<file path="src/rtl/uart_bus_master.sv">
// uart_bus_master: byte-command parser that issues single-word bus reads/writes and returns ack or read data bytes
module uart_bus_master #(
    parameter int TIMEOUT_CYCLES = 50000,
    parameter int READ_WAIT      = 1
) (
    input  logic        clk,
    input  logic        rst,
    input  logic [7:0]  rx_data,
    input  logic        rx_valid,
    output logic [7:0]  tx_data,
    output logic        tx_valid,
    input  logic        tx_ready,
    output logic        bus_req,
    input  logic        bus_gnt,
    output logic [31:0] praddr,
    output logic [31:0] prwd,
    output logic        prwe,
    output logic [3:0]  prbe,
    input  logic [31:0] prrd,
    output logic        busy,
    output logic        err_overrun
);
    localparam int GW = $clog2(TIMEOUT_CYCLES + 1);

    typedef enum logic [2:0] {IDLE, ADDR, DATA, REQ, WRITE, RD_WAIT, RESP} state_t;

    state_t      state, state_n;
    logic        is_rd;
    logic [1:0]  cnt;
    logic [31:0] addr_sr, data_sr, resp_sr;
    logic [2:0]  rlen;
    logic [GW-1:0] gap;
    logic [3:0]  wcnt;
    logic        is_cmd, timed_out, last_byte, wait_done;

    assign is_cmd    = rx_data == 8'h57 || rx_data == 8'h52;
    assign timed_out = !rx_valid && gap == GW'(TIMEOUT_CYCLES - 1);
    assign last_byte = rx_valid && cnt == 2'd3;
    assign wait_done = wcnt == 4'(READ_WAIT - 1);
    assign tx_valid  = state == RESP;
    assign tx_data   = resp_sr[31:24];
    assign bus_req   = state == REQ || state == WRITE || state == RD_WAIT;
    assign prwe      = state == WRITE;
    assign prbe      = 4'hF;
    assign busy      = state != IDLE;

    // state register
    always_ff @(posedge clk or posedge rst) begin
        if (rst) state <= IDLE;
        else     state <= state_n;
    end

    // next-state decode
    always_comb begin
        state_n = state;
        case (state)
            IDLE:    state_n = rx_valid ? (is_cmd ? ADDR : RESP) : IDLE;
            ADDR:    state_n = timed_out ? IDLE : last_byte ? (is_rd ? REQ : DATA) : ADDR;
            DATA:    state_n = timed_out ? IDLE : last_byte ? REQ : DATA;
            REQ:     state_n = bus_gnt ? (is_rd ? RD_WAIT : WRITE) : REQ;
            WRITE:   state_n = RESP;
            RD_WAIT: state_n = wait_done ? RESP : RD_WAIT;
            RESP:    state_n = (tx_ready && rlen == 3'd1) ? IDLE : RESP;
            default: state_n = IDLE;
        endcase
    end

    // frame assembly, bus drive, response shifting and overrun flag
    always_ff @(posedge clk or posedge rst) begin
        if (rst) begin
            is_rd       <= 1'b0;
            cnt         <= 2'd0;
            addr_sr     <= '0;
            data_sr     <= '0;
            resp_sr     <= '0;
            rlen        <= 3'd0;
            gap         <= '0;
            wcnt        <= 4'd0;
            praddr      <= '0;
            prwd        <= '0;
            err_overrun <= 1'b0;
        end else begin
            if (rx_valid && (state == REQ || state == WRITE || state == RD_WAIT || state == RESP))
                err_overrun <= 1'b1;
            case (state)
                IDLE: begin
                    gap <= '0;
                    cnt <= 2'd0;
                    if (rx_valid) begin
                        is_rd <= rx_data == 8'h52;
                        if (!is_cmd) begin
                            resp_sr <= {8'h3F, 24'h0};
                            rlen    <= 3'd1;
                        end
                    end
                end
                ADDR, DATA: begin
                    gap <= rx_valid ? '0 : gap + 1'b1;
                    if (rx_valid) begin
                        cnt <= cnt + 2'd1;
                        if (state == ADDR) addr_sr <= {addr_sr[23:0], rx_data};
                        else               data_sr <= {data_sr[23:0], rx_data};
                    end
                end
                REQ: begin
                    wcnt <= 4'd0;
                    if (bus_gnt) begin
                        praddr <= {addr_sr[31:2], 2'b00};
                        if (!is_rd) prwd <= data_sr;
                    end
                end
                WRITE: begin
                    resp_sr <= {8'h4B, 24'h0};
                    rlen    <= 3'd1;
                end
                RD_WAIT: begin
                    if (wait_done) begin
                        resp_sr <= prrd;
                        rlen    <= 3'd4;
                    end else begin
                        wcnt <= wcnt + 4'd1;
                    end
                end
                RESP: begin
                    if (tx_ready) begin
                        resp_sr <= resp_sr << 8;
                        rlen    <= rlen - 3'd1;
                    end
                end
                default: ;
            endcase
        end
    end
endmodule

</file>
<file path="config.mk">
export PLATFORM = sky130hd
export DESIGN_NAME = uart_bus_master
export DESIGN_NICKNAME = d
export VERILOG_FILES = /design/src/rtl/uart_bus_master.sv
export SDC_FILE = /design/constraint.sdc
export NUM_CORES = 1
export LEC_CHECK = 0
export CAP_MARGIN = 10
export CORE_MARGIN = 2
export CORE_UTILIZATION = 54
export DETAILED_ROUTE_END_ITERATION = 10
export PLACE_DENSITY = 0.8
export SLEW_MARGIN = 30
export SYNTH_ARGS = -nofsm -noshare
export SYNTH_HDL_FRONTEND = slang
export SYNTH_SLANG_ARGS = --single-unit
export TNS_END_PERCENT = 5
</file>
<file path="constraint.sdc">
create_clock -name clk -period 7.8 [get_ports clk]
set_input_delay 1.95 -clock clk [delete_from_list [all_inputs] [get_ports clk]]
set_output_delay 1.95 -clock clk [all_outputs]
set_load 0.03 [all_outputs]
</file>
==> impl_metrics.py, run 1 <==
metrics = {
    "outcome": {
        "status": "finished clean",
    },
    "timing": {
        "setup_viol": 0,
        "fin_skew_ns": 0.0129,
        "min_period_ns": 4.68,
        "max_freq_mhz": 214,
        "min_period_over_period": 0.600,
        "slew_violations": 0,
        "tightest_slew_ns": 0.932,
        "finalHoldViolations": 0,
        "hold_slack_ns": 0.463,
        "slew-limit-headroom": 0.377,
        "fin_tns_setup_ns": 0,
        "rsz0062_at_grt": "false",
    },
    "routing": {
        "drtAntennaViolNets": 0,
        "first_iter_violations": 435,
        "post_drt_wl_per_cell_microns": 17.4,
        "drt_pass1_iterations": 5,
        "via_count": 5243,
        "wl_microns": 16300,
        "avgViaCountPerCell": 5.60,
        "route.detailed.drc": 0,
    },
    "placed_design": {
        "gp_congestion": 0.812,
        "place.detailed.hpwl_microns": 10800,
        "port_buffers": 119,
    },
    "global_route": {
        "grt_max_degree": 107,
        "antenna_found_initial": 0,
        "grt_pass1_vias": 5420,
        "grtUsageTotal": 0.214,
        "overflow": 0,
        "grt_pass1_wl_microns": 27200,
    },
    "power_and_ir_drop": {
        "p_leak_nw": 4.44,
        "finalPower_w": 0.00321,
        "cellPowerDensity_mw_per_mm2": 327,
        "ir_drop_v": 0.000178,
    },
    "hold_path": {
        "min_path_type": "register to register",
        "min_path_cells": 1,
        "hold_start": "err_overrun",
        "hold_path_end": "err_overrun",
    },
    "logic_synthesis": {
        "synth_flop_cell": "dfrtp_1",
        "synth_fa_ha_area_frac": 0.0118,
        "yosys.area_share.simple": 0.0845,
        "ys_types": 59,
        "synth_seq_cells": 188,
        "synth_xor_area_frac": 0.00543,
        "netlist_area_sq_mm": 0.00807,
        "yosys_warnings": 0,
        "synth_area_per_cell_sq_um": 12.5,
        "ys_seq_area_frac": 0.583,
        "synth-compound-area-share": 0.0861,
        "synth_top_family_by_area": "multiplexers",
        "synth-edff-count": 0,
        "synthArstFlopShare": 1.00,
        "synth.area.mux_share": 0.180,
        "synth_cells": 644,
    },
    "flow_run": {
        "cap_violations": 0,
    },
    "setup_path": {
        "cp-startpoint": "state[0]",
        "crit_buf_inv": 2,
        "r2r_end": "prwd[25]",
        "end_kind": "output pin",
        "cp_top_family": "buffers and inverters",
        "rrSetupSlack_ns": 4.64,
        "critical_path_class": "register to output pin",
        "crit_required_ns": 5.85,
        "cp.depth": 4,
        "reg2regPathDepth": 5,
        "crit_chain": "nand2b_4 > or2_4 > inv_2 > clkdlybuf4s50_1",
        "r2r_start": "state[0]",
        "crit_arrival_ns": 2.73,
        "slowest_delay_ns": 0.75,
        "critPathLaunchType": "register",
        "worstPathMaxFanout": 23,
        "slowest_stage": "clkdlybuf4s50_1",
    },
    "final_layout": {
        "n_antenna_cell": 0,
        "final_cell_mix": "dfrtp_1 (188), clkdlybuf4s50_1 (119), mux2_2 (90)",
        "fill_cells": 1023,
        "layout_commonest_cell": "dfrtp_1",
        "fin_nets": 790,
        "layout-area-overhead-vs-synth_pct": 21.8,
        "drive_gt1_frac": 0.191,
    },
    "clock_network": {
        "cts-root-buf": "clkbuf_16",
        "clk_transition_reported_paths_ns": 0.07,
        "numCtsBuffers": 17,
        "insertion_delay_ns": 0.43,
        "h-tree-depth": 4,
        "cts_resized": 0,
        "hold_buffers": 0,
        "post_cts_buffers": 0,
        "cts_tree": "done",
        "cts_buffer_depth": 2,
        "clkSinkCount": 188,
    },
    "floorplanning": {
        "core_sq_mm": 0.0146,
        "chipHeight_microns": 126,
        "die_x_microns": 126,
        "num_rows": 44,
        "die_area_sq_mm": 0.0159,
        "pin_count": 126,
        "start_util": 0.553,
    },
}
==> per-layer routing <==
layer / up-vias / wire length, microns / share of wire / track usage
met5: - / 0 / 0 / 0
met1: 2651 / 6990 / 0.43 / 0.279
met2: 133 / 8530 / 0.52 / 0.361
met4: 0 / 232 / 0.014 / 0.0743
li1: 2439 / - / - / -
met3: 20 / 545 / 0.033 / 0.0412
==> stage by stage <==
stage / utilization / cells / setup slack [ns] / instance area [sq um]
floorplan: - / 648 / 0.736 / 8080
global placement: 0.632 / 904 / 3.42 / 9230
detailed placement: 0.633 / 904 / 3.36 / 9230
CTS: 0.673 / 936 / 3.12 / 9830
global route: 0.674 / 936 / 3.02 / 9830
finish: 0.674 / 936 / 3.12 / 9830
==> where the power goes <==
part           internal, W  switching (W)  leakage [nW]
sequential         0.00119       0.000180          2.51
clock             0.000494       0.000366         0.282
combinational     0.000432       0.000549          1.65
==> worst register-to-register path, stage by stage (launching register included) <==
cell and delay [ns]:
dfrtp_1 0.79, nand2_1 0.21, nor2_2 0.20, nand2_2 0.50, nor2_4 0.93, mux2_1 0.42
==> flip-flops by register name, indices dropped and copies added (netlist names) <==
name,count
gap,16
state,3
data_sr,32
is_rd,1
err_overrun,1
praddr,30
addr_sr,32
rlen,3
resp_sr,32
wcnt,4
cnt,2
prwd,32
==> cells by family after synthesis <==
group                    count (synthesis)
AO/OA/AOI/OAI                          113
adder cells (fa/ha/maj)                  8
flip-flops                             188
buffers and inverters                   65
AND/OR/NAND/NOR                        134
XOR/XNOR                                 5
multiplexers                           129
other                                    2
==> cell type report <==
cell class / instances / area [sq um] / area share
Clock buffer: 21 / 460 / 0.0468
Sequential cell: 188 / 4700 / 0.479
Timing Repair Buffer: 122 / 1220 / 0.124
Tap cell: 184 / 230 / 0.0234
Inverter: 15 / 63.8 / 0.00649
Clock inverter: 11 / 134 / 0.0136
Multi-Input combinational cell: 395 / 3020 / 0.307
==> worst max-delay path by stage <==
stage	endpoint	slack (ns)
detailed placement	prwd[7]	3.36
floorplan	addr_sr[0]	0.74
global placement	prwd[8]	3.42
CTS	tx_valid	3.12
global route	tx_valid	3.02
finish	tx_valid	3.12
==> synthesized netlist by cell type, types with 2 or more instances <==
cell | instances | area, sq um
a21o_1 | 2 | 15.0
a21oi_1 | 10 | 50.1
a22o_1 | 4 | 35.0
a22oi_1 | 17 | 128
a31oi_1 | 4 | 25.0
buf_2 | 18 | 90.1
buf_4 | 18 | 135
buf_6 | 7 | 78.8
clkbuf_1 | 6 | 22.5
conb_1 | 2 | 7.51
dfrtp_1 | 188 | 4700
ha_1 | 6 | 75.1
inv_1 | 14 | 52.6
maj3_1 | 2 | 20.0
mux2_1 | 39 | 439
mux2_2 | 90 | 1010
nand2_1 | 67 | 251
nand2b_4 | 2 | 27.5
nand3_1 | 10 | 50.1
nand4_1 | 4 | 25.0
nand4b_1 | 2 | 17.5
nor2_1 | 20 | 75.1
nor2b_1 | 4 | 25.0
nor3_1 | 2 | 10.0
nor4_1 | 2 | 12.5
nor4_2 | 2 | 25.0
o21ai_0 | 17 | 85.1
o21ai_1 | 40 | 200
o22a_1 | 2 | 17.5
o22ai_1 | 4 | 25.0
o31ai_1 | 6 | 45.0
or3_1 | 3 | 18.8
xor2_1 | 4 | 35.0
Note: power is estimated with default switching activity, not from simulation.
==> run 2, diff against run 1 <==
CORE_UTILIZATION = 49   (was 54)
PLACE_DENSITY = 0.77   (was 0.8)
clock period = 3.99 ns   (was 7.8 ns; I/O delays follow)
==> run 2 against run 1 <==
Compared with the run above: non-clock buffer count up 9; critical endpoint unchanged; count of clock-buffer cells in the layout is 2 lower; flip-flop and latch count stayed put; wire length rose by 0.67%; hold slack got worse by 0.0052 ns; via count is 0.21% lower.
==> impl_metrics.py, run 2 (synthesis results as in run 1) <==
metrics = {
    "outcome": {
        "status": "finished clean",
    },
    "floorplanning": {
        "die_area_sq_mm": 0.0175,
        "pin_count": 126,
        "start_util": 0.504,
        "die_x_microns": 132,
        "chipHeight_microns": 132,
        "core_sq_mm": 0.0160,
        "num_rows": 46,
    },
    "global_route": {
        "grt_max_degree": 127,
        "grt_pass1_vias": 5407,
        "grt_pass1_wl_microns": 27700,
        "antenna_found_initial": 0,
        "grtUsageTotal": 0.198,
        "overflow": 0,
    },
    "final_layout": {
        "drive_gt1_frac": 0.200,
        "fin_nets": 799,
        "layout-area-overhead-vs-synth_pct": 23.3,
        "post-route-util": 0.622,
        "final_cell_mix": "dfrtp_1 (188), clkdlybuf4s50_1 (119), mux2_2 (90)",
        "n_antenna_cell": 0,
        "final_cells": 977,
        "fill_cells": 1258,
        "layout_commonest_cell": "dfrtp_1",
    },
    "power_and_ir_drop": {
        "seqPwrFrac": 0.420,
        "switching_share": 0.345,
        "intPower_w": 0.00409,
        "clkPwrFrac": 0.261,
        "ir_drop_v": 0.000322,
        "p_leak_nw": 4.49,
        "cellPowerDensity_mw_per_mm2": 628,
        "p_sw_w": 0.00216,
        "pwr-share-comb": 0.318,
    },
    "clock_network": {
        "h-tree-depth": 4,
        "hold_buffers": 0,
        "cts_tree": "done",
        "clk_transition_reported_paths_ns": 0.07,
        "clkSinkCount": 188,
        "numCtsBuffers": 17,
        "post_cts_buffers": 0,
        "cts_buffer_depth": 2,
        "insertion_delay_ns": 0.44,
        "cts_resized": 0,
        "cts-root-buf": "clkbuf_16",
    },
    "routing": {
        "wl_microns": 16400,
        "avgViaCountPerCell": 5.36,
        "post_drt_wl_per_cell_microns": 16.8,
        "route.detailed.drc": 0,
        "first_iter_violations": 343,
        "drtAntennaViolNets": 0,
        "drt_pass1_iterations": 5,
        "via_count": 5232,
    },
    "setup_path": {
        "slowest_stage": "clkdlybuf4s50_1",
        "critical_path_class": "register to output pin",
        "end_kind": "output pin",
        "crit_required_ns": 2.99,
        "slowest_delay_ns": 0.76,
        "crit_buf_inv": 2,
        "reg2regPathDepth": 6,
        "crit_chain": "nand2b_4 > or2_4 > inv_2 > clkdlybuf4s50_1",
        "cp_top_family": "buffers and inverters",
        "cp.depth": 4,
        "critPathLaunchType": "register",
        "crit_arrival_ns": 2.62,
        "worstPathMaxFanout": 23,
    },
    "timing": {
        "fin_tns_setup_ns": 0,
        "setup_viol": 0,
        "tightest_slew_ns": 0.657,
        "slew_violations": 0,
        "slew-limit-headroom": 0.558,
        "max_freq_mhz": 276,
        "min_period_ns": 3.62,
        "fin_skew_ns": 0.0143,
        "hold_slack_ns": 0.457,
        "rsz0062_at_grt": "false",
        "finalHoldViolations": 0,
        "min_period_over_period": 0.907,
    },
    "hold_path": {
        "min_path_cells": 1,
        "min_path_type": "register to register",
    },
    "placed_design": {
        "gp_congestion": 0.868,
        "port_buffers": 119,
        "place.detailed.hpwl_microns": 10900,
        "dp.cells": 944,
    },
    "flow_run": {
        "cap_violations": 0,
    },
}
==> run 2: worst paths after layout <==
check	startpoint	end	slack, ns
worst max-delay path	state[1]	tx_valid	0.37
worst min-delay path	err_overrun	err_overrun	0.46
worst max register to register	state[1]	prwd[5]	1.65
worst min register to register	err_overrun	err_overrun	0.46
max in group asynchronous	rst	praddr[22]	2.35
min in group asynchronous	rst	gap[6]	1.03
==> run 2: cell type report <==
type	count	area [sq um]	share of cell area
flip-flops and latches	188	4700	0.473
inverters	15	60.1	0.00604
repair buffers	131	1330	0.133
multi-input cells	395	3010	0.303
clock buffers	19	433	0.0435
clock inverters	13	139	0.0140
well taps	216	270	0.0272
==> run 2: through the flow <==
step	area, sq um	total power, W	setup slack, ns
CTS	9920	0.00630	0.370
floorplan	8090	0.00405	0.572
finish	9950	0.00625	0.369
detailed placement	9350	0.00465	0.852
global placement	9350	0.00455	0.938
global route	9950	0.00660	0.246
==> run 2: layer usage <==
layer	wire length, microns	track usage	part of all wire
met4	348	0.0824	0.021
met1	7370	0.264	0.45
met5	0	0	0
met2	8000	0.317	0.49
met3	678	0.0400	0.041
==> run 2: worst register-to-register path: stages, from the launching register on <==
cell and delay (ns):
dfrtp_1 0.69, nand2_1 0.20, nor2_2 0.22, nand2_2 0.11, nor2_4 0.41, buf_16 0.23
mux2_1 0.35
==> run 2: power by group through the flow <==
| stage | Sequential (W) | Combinational, W | Clock (W) |
|---|---|---|---|
| 2_1_floorplan | 0.00279 | 0.00126 | 0 |
| 3_5_place_dp | 0.00266 | 0.00199 | 0 |
| 5_1_grt | 0.00269 | 0.00215 | 0.00176 |
| 6_report | 0.00263 | 0.00199 | 0.00163 |
| 3_3_place_gp | 0.00263 | 0.00192 | 0 |
| 4_1_cts | 0.00263 | 0.00200 | 0.00167 |
==> run 3, diff against run 2 <==
==> constraint.sdc (replaced) <==
create_clock -name clk -period 3.99 [get_ports clk]
set_input_delay 0.9975 -clock clk [delete_from_list [all_inputs] [get_ports clk]]
set_output_delay 0.9975 -clock clk [all_outputs]
set_load 0.01 [all_outputs]
==> run 3 against run 2 <==
Compared with the run above: hold slack lost 0.00080 ns; die area did not move; worst setup slack gained 0.12 ns; design area shrank 0.33%; flip-flop and latch count did not move; critical path type unchanged.
==> impl_metrics.py, run 3 (synthesis results as in run 1) <==
metrics = {
    "outcome": {
        "status": "finished clean",
    },
    "floorplanning": {
        "core_sq_mm": 0.0160,
        "chipHeight_microns": 132,
        "start_util": 0.504,
        "die_area_sq_mm": 0.0175,
        "num_rows": 46,
        "die_x_microns": 132,
        "pin_count": 126,
    },
    "routing": {
        "post_drt_wl_per_cell_microns": 16.8,
        "wl_met3_microns": 797,
        "drt_pass1_iterations": 5,
        "top_layer_used": "met4",
        "drtAntennaViolNets": 0,
        "via_count": 5319,
        "route.detailed.drc": 0,
        "first_iter_violations": 344,
        "met2WireLength_microns": 8180,
        "wl_met1_microns": 7050,
        "avgViaCountPerCell": 5.45,
        "wl_microns": 16400,
    },
    "timing": {
        "slew_violations": 0,
        "tightest_slew_ns": 0.933,
        "finalHoldViolations": 0,
        "fin_skew_ns": 0.00653,
        "setup_viol": 0,
        "rsz0062_at_grt": "false",
        "min_period_ns": 3.50,
        "max_freq_mhz": 286,
        "fin_tns_setup_ns": 0,
        "min_period_over_period": 0.877,
        "slew-limit-headroom": 0.376,
    },
    "final_layout": {
        "fill_cells": 1279,
        "post-route-util": 0.620,
        "fin_nets": 799,
        "final_cell_mix": "dfrtp_1 (188), clkdlybuf4s50_1 (119), mux2_2 (90)",
        "drive_gt1_frac": 0.197,
        "layout-area-overhead-vs-synth_pct": 22.9,
        "n_antenna_cell": 0,
        "layout_commonest_cell": "dfrtp_1",
    },
    "setup_path": {
        "critPathLaunchType": "register",
        "crit_arrival_ns": 2.50,
        "worstPathMaxFanout": 23,
        "crit_chain": "inv_1 > or2_4 > inv_2 > clkdlybuf4s50_1",
        "r2r_end": "prwd[8]",
        "cp_top_family": "buffers and inverters",
        "critical_path_class": "register to output pin",
        "reg2regPathDepth": 5,
        "slowest_stage": "dfrtp_1",
        "rrSetupSlack_ns": 1.52,
        "crit_buf_inv": 3,
        "r2r_start": "state[1]",
        "slowest_delay_ns": 0.65,
        "end_kind": "output pin",
        "crit_required_ns": 2.99,
    },
    "power_and_ir_drop": {
        "switching_share": 0.314,
        "pwr-share-comb": 0.286,
        "p_sw_w": 0.00186,
        "seqPwrFrac": 0.446,
        "p_leak_nw": 4.48,
        "intPower_w": 0.00407,
        "ir_drop_v": 0.000403,
        "cellPowerDensity_mw_per_mm2": 599,
        "clkPwrFrac": 0.268,
    },
    "global_route": {
        "overflow": 0,
        "grt_max_degree": 49,
        "grtUsageTotal": 0.195,
        "antenna_found_initial": 0,
        "grt_pass1_vias": 5470,
        "grt_pass1_wl_microns": 27300,
    },
    "clock_network": {
        "clkSinkCount": 188,
        "cts_buffer_depth": 2,
        "hold_buffers": 0,
        "h-tree-depth": 4,
        "cts-root-buf": "clkbuf_16",
        "clk_transition_reported_paths_ns": 0.07,
        "post_cts_buffers": 0,
        "insertion_delay_ns": 0.43,
        "numCtsBuffers": 17,
        "cts_resized": 0,
        "cts_tree": "done",
    },
    "flow_run": {
        "cap_violations": 0,
    },
    "hold_path": {
        "min_path_type": "register to register",
        "hold_start": "err_overrun",
        "min_path_cells": 1,
        "hold_path_end": "err_overrun",
    },
    "placed_design": {
        "gp_congestion": 0.843,
        "place.detailed.hpwl_microns": 11100,
        "port_buffers": 119,
    },
}
[run 3: worst reg2reg max path: cells and delay by family (launching register included)]
family | cells | cell delay (ns)
simple gates | 4 | 1.24
flops | 1 | 0.69
mux | 1 | 0.42
[run 3: final cells by class]
class                      count  area [sq um]  area share
clock buffer                  20           437      0.0440
clock inverter                11           110      0.0111
inverter                      15          60.1     0.00606
multi-input combinational    395          3010       0.304
sequential                   188          4700       0.475
tap                          216           270      0.0273
timing repair buffer         131          1320       0.133
[run 3: worst max-delay path by stage]
stage | slack [ns] | endpoint | from | cells after the start
after floorplan | 0.57 | addr_sr[0] | rst | 1
after global placement | 1.03 | tx_valid | state[2] | 4
after detailed placement | 0.97 | tx_valid | state[2] | 4
after CTS | 0.49 | tx_valid | state[2] | 4
after global routing | 0.36 | tx_valid | state[2] | 4
final | 0.49 | tx_valid | state[2] | 4
[run 3: through the flow]
step	power (W)	cells	hold WS (ns)	worst slack [ns]	area, sq um
4_1_cts	0.00600	976	0.461	0.492	9910
3_3_place_gp	0.00427	945	0.440	1.03	9370
6_report	0.00594	976	0.457	0.491	9910
3_5_place_dp	0.00438	945	0.447	0.974	9370
5_1_grt	0.00627	976	0.470	0.361	9910
2_1_floorplan	0.00378	648	0.448	0.572	8090
[run 3: power groups by stage]
stage	registers (W)	clock network, W	logic [W]
2_1_floorplan	0.00261	0	0.00117
6_report	0.00265	0.00159	0.00170
3_5_place_dp	0.00268	0	0.00170
3_3_place_gp	0.00265	0	0.00163
4_1_cts	0.00265	0.00163	0.00172
5_1_grt	0.00271	0.00170	0.00185
[run 3: layer usage]
layer	up-vias	track usage
li1	2459	-
met1	2679	0.252
met2	152	0.322
met3	29	0.0496
met4	0	0.0663
met5	-	0
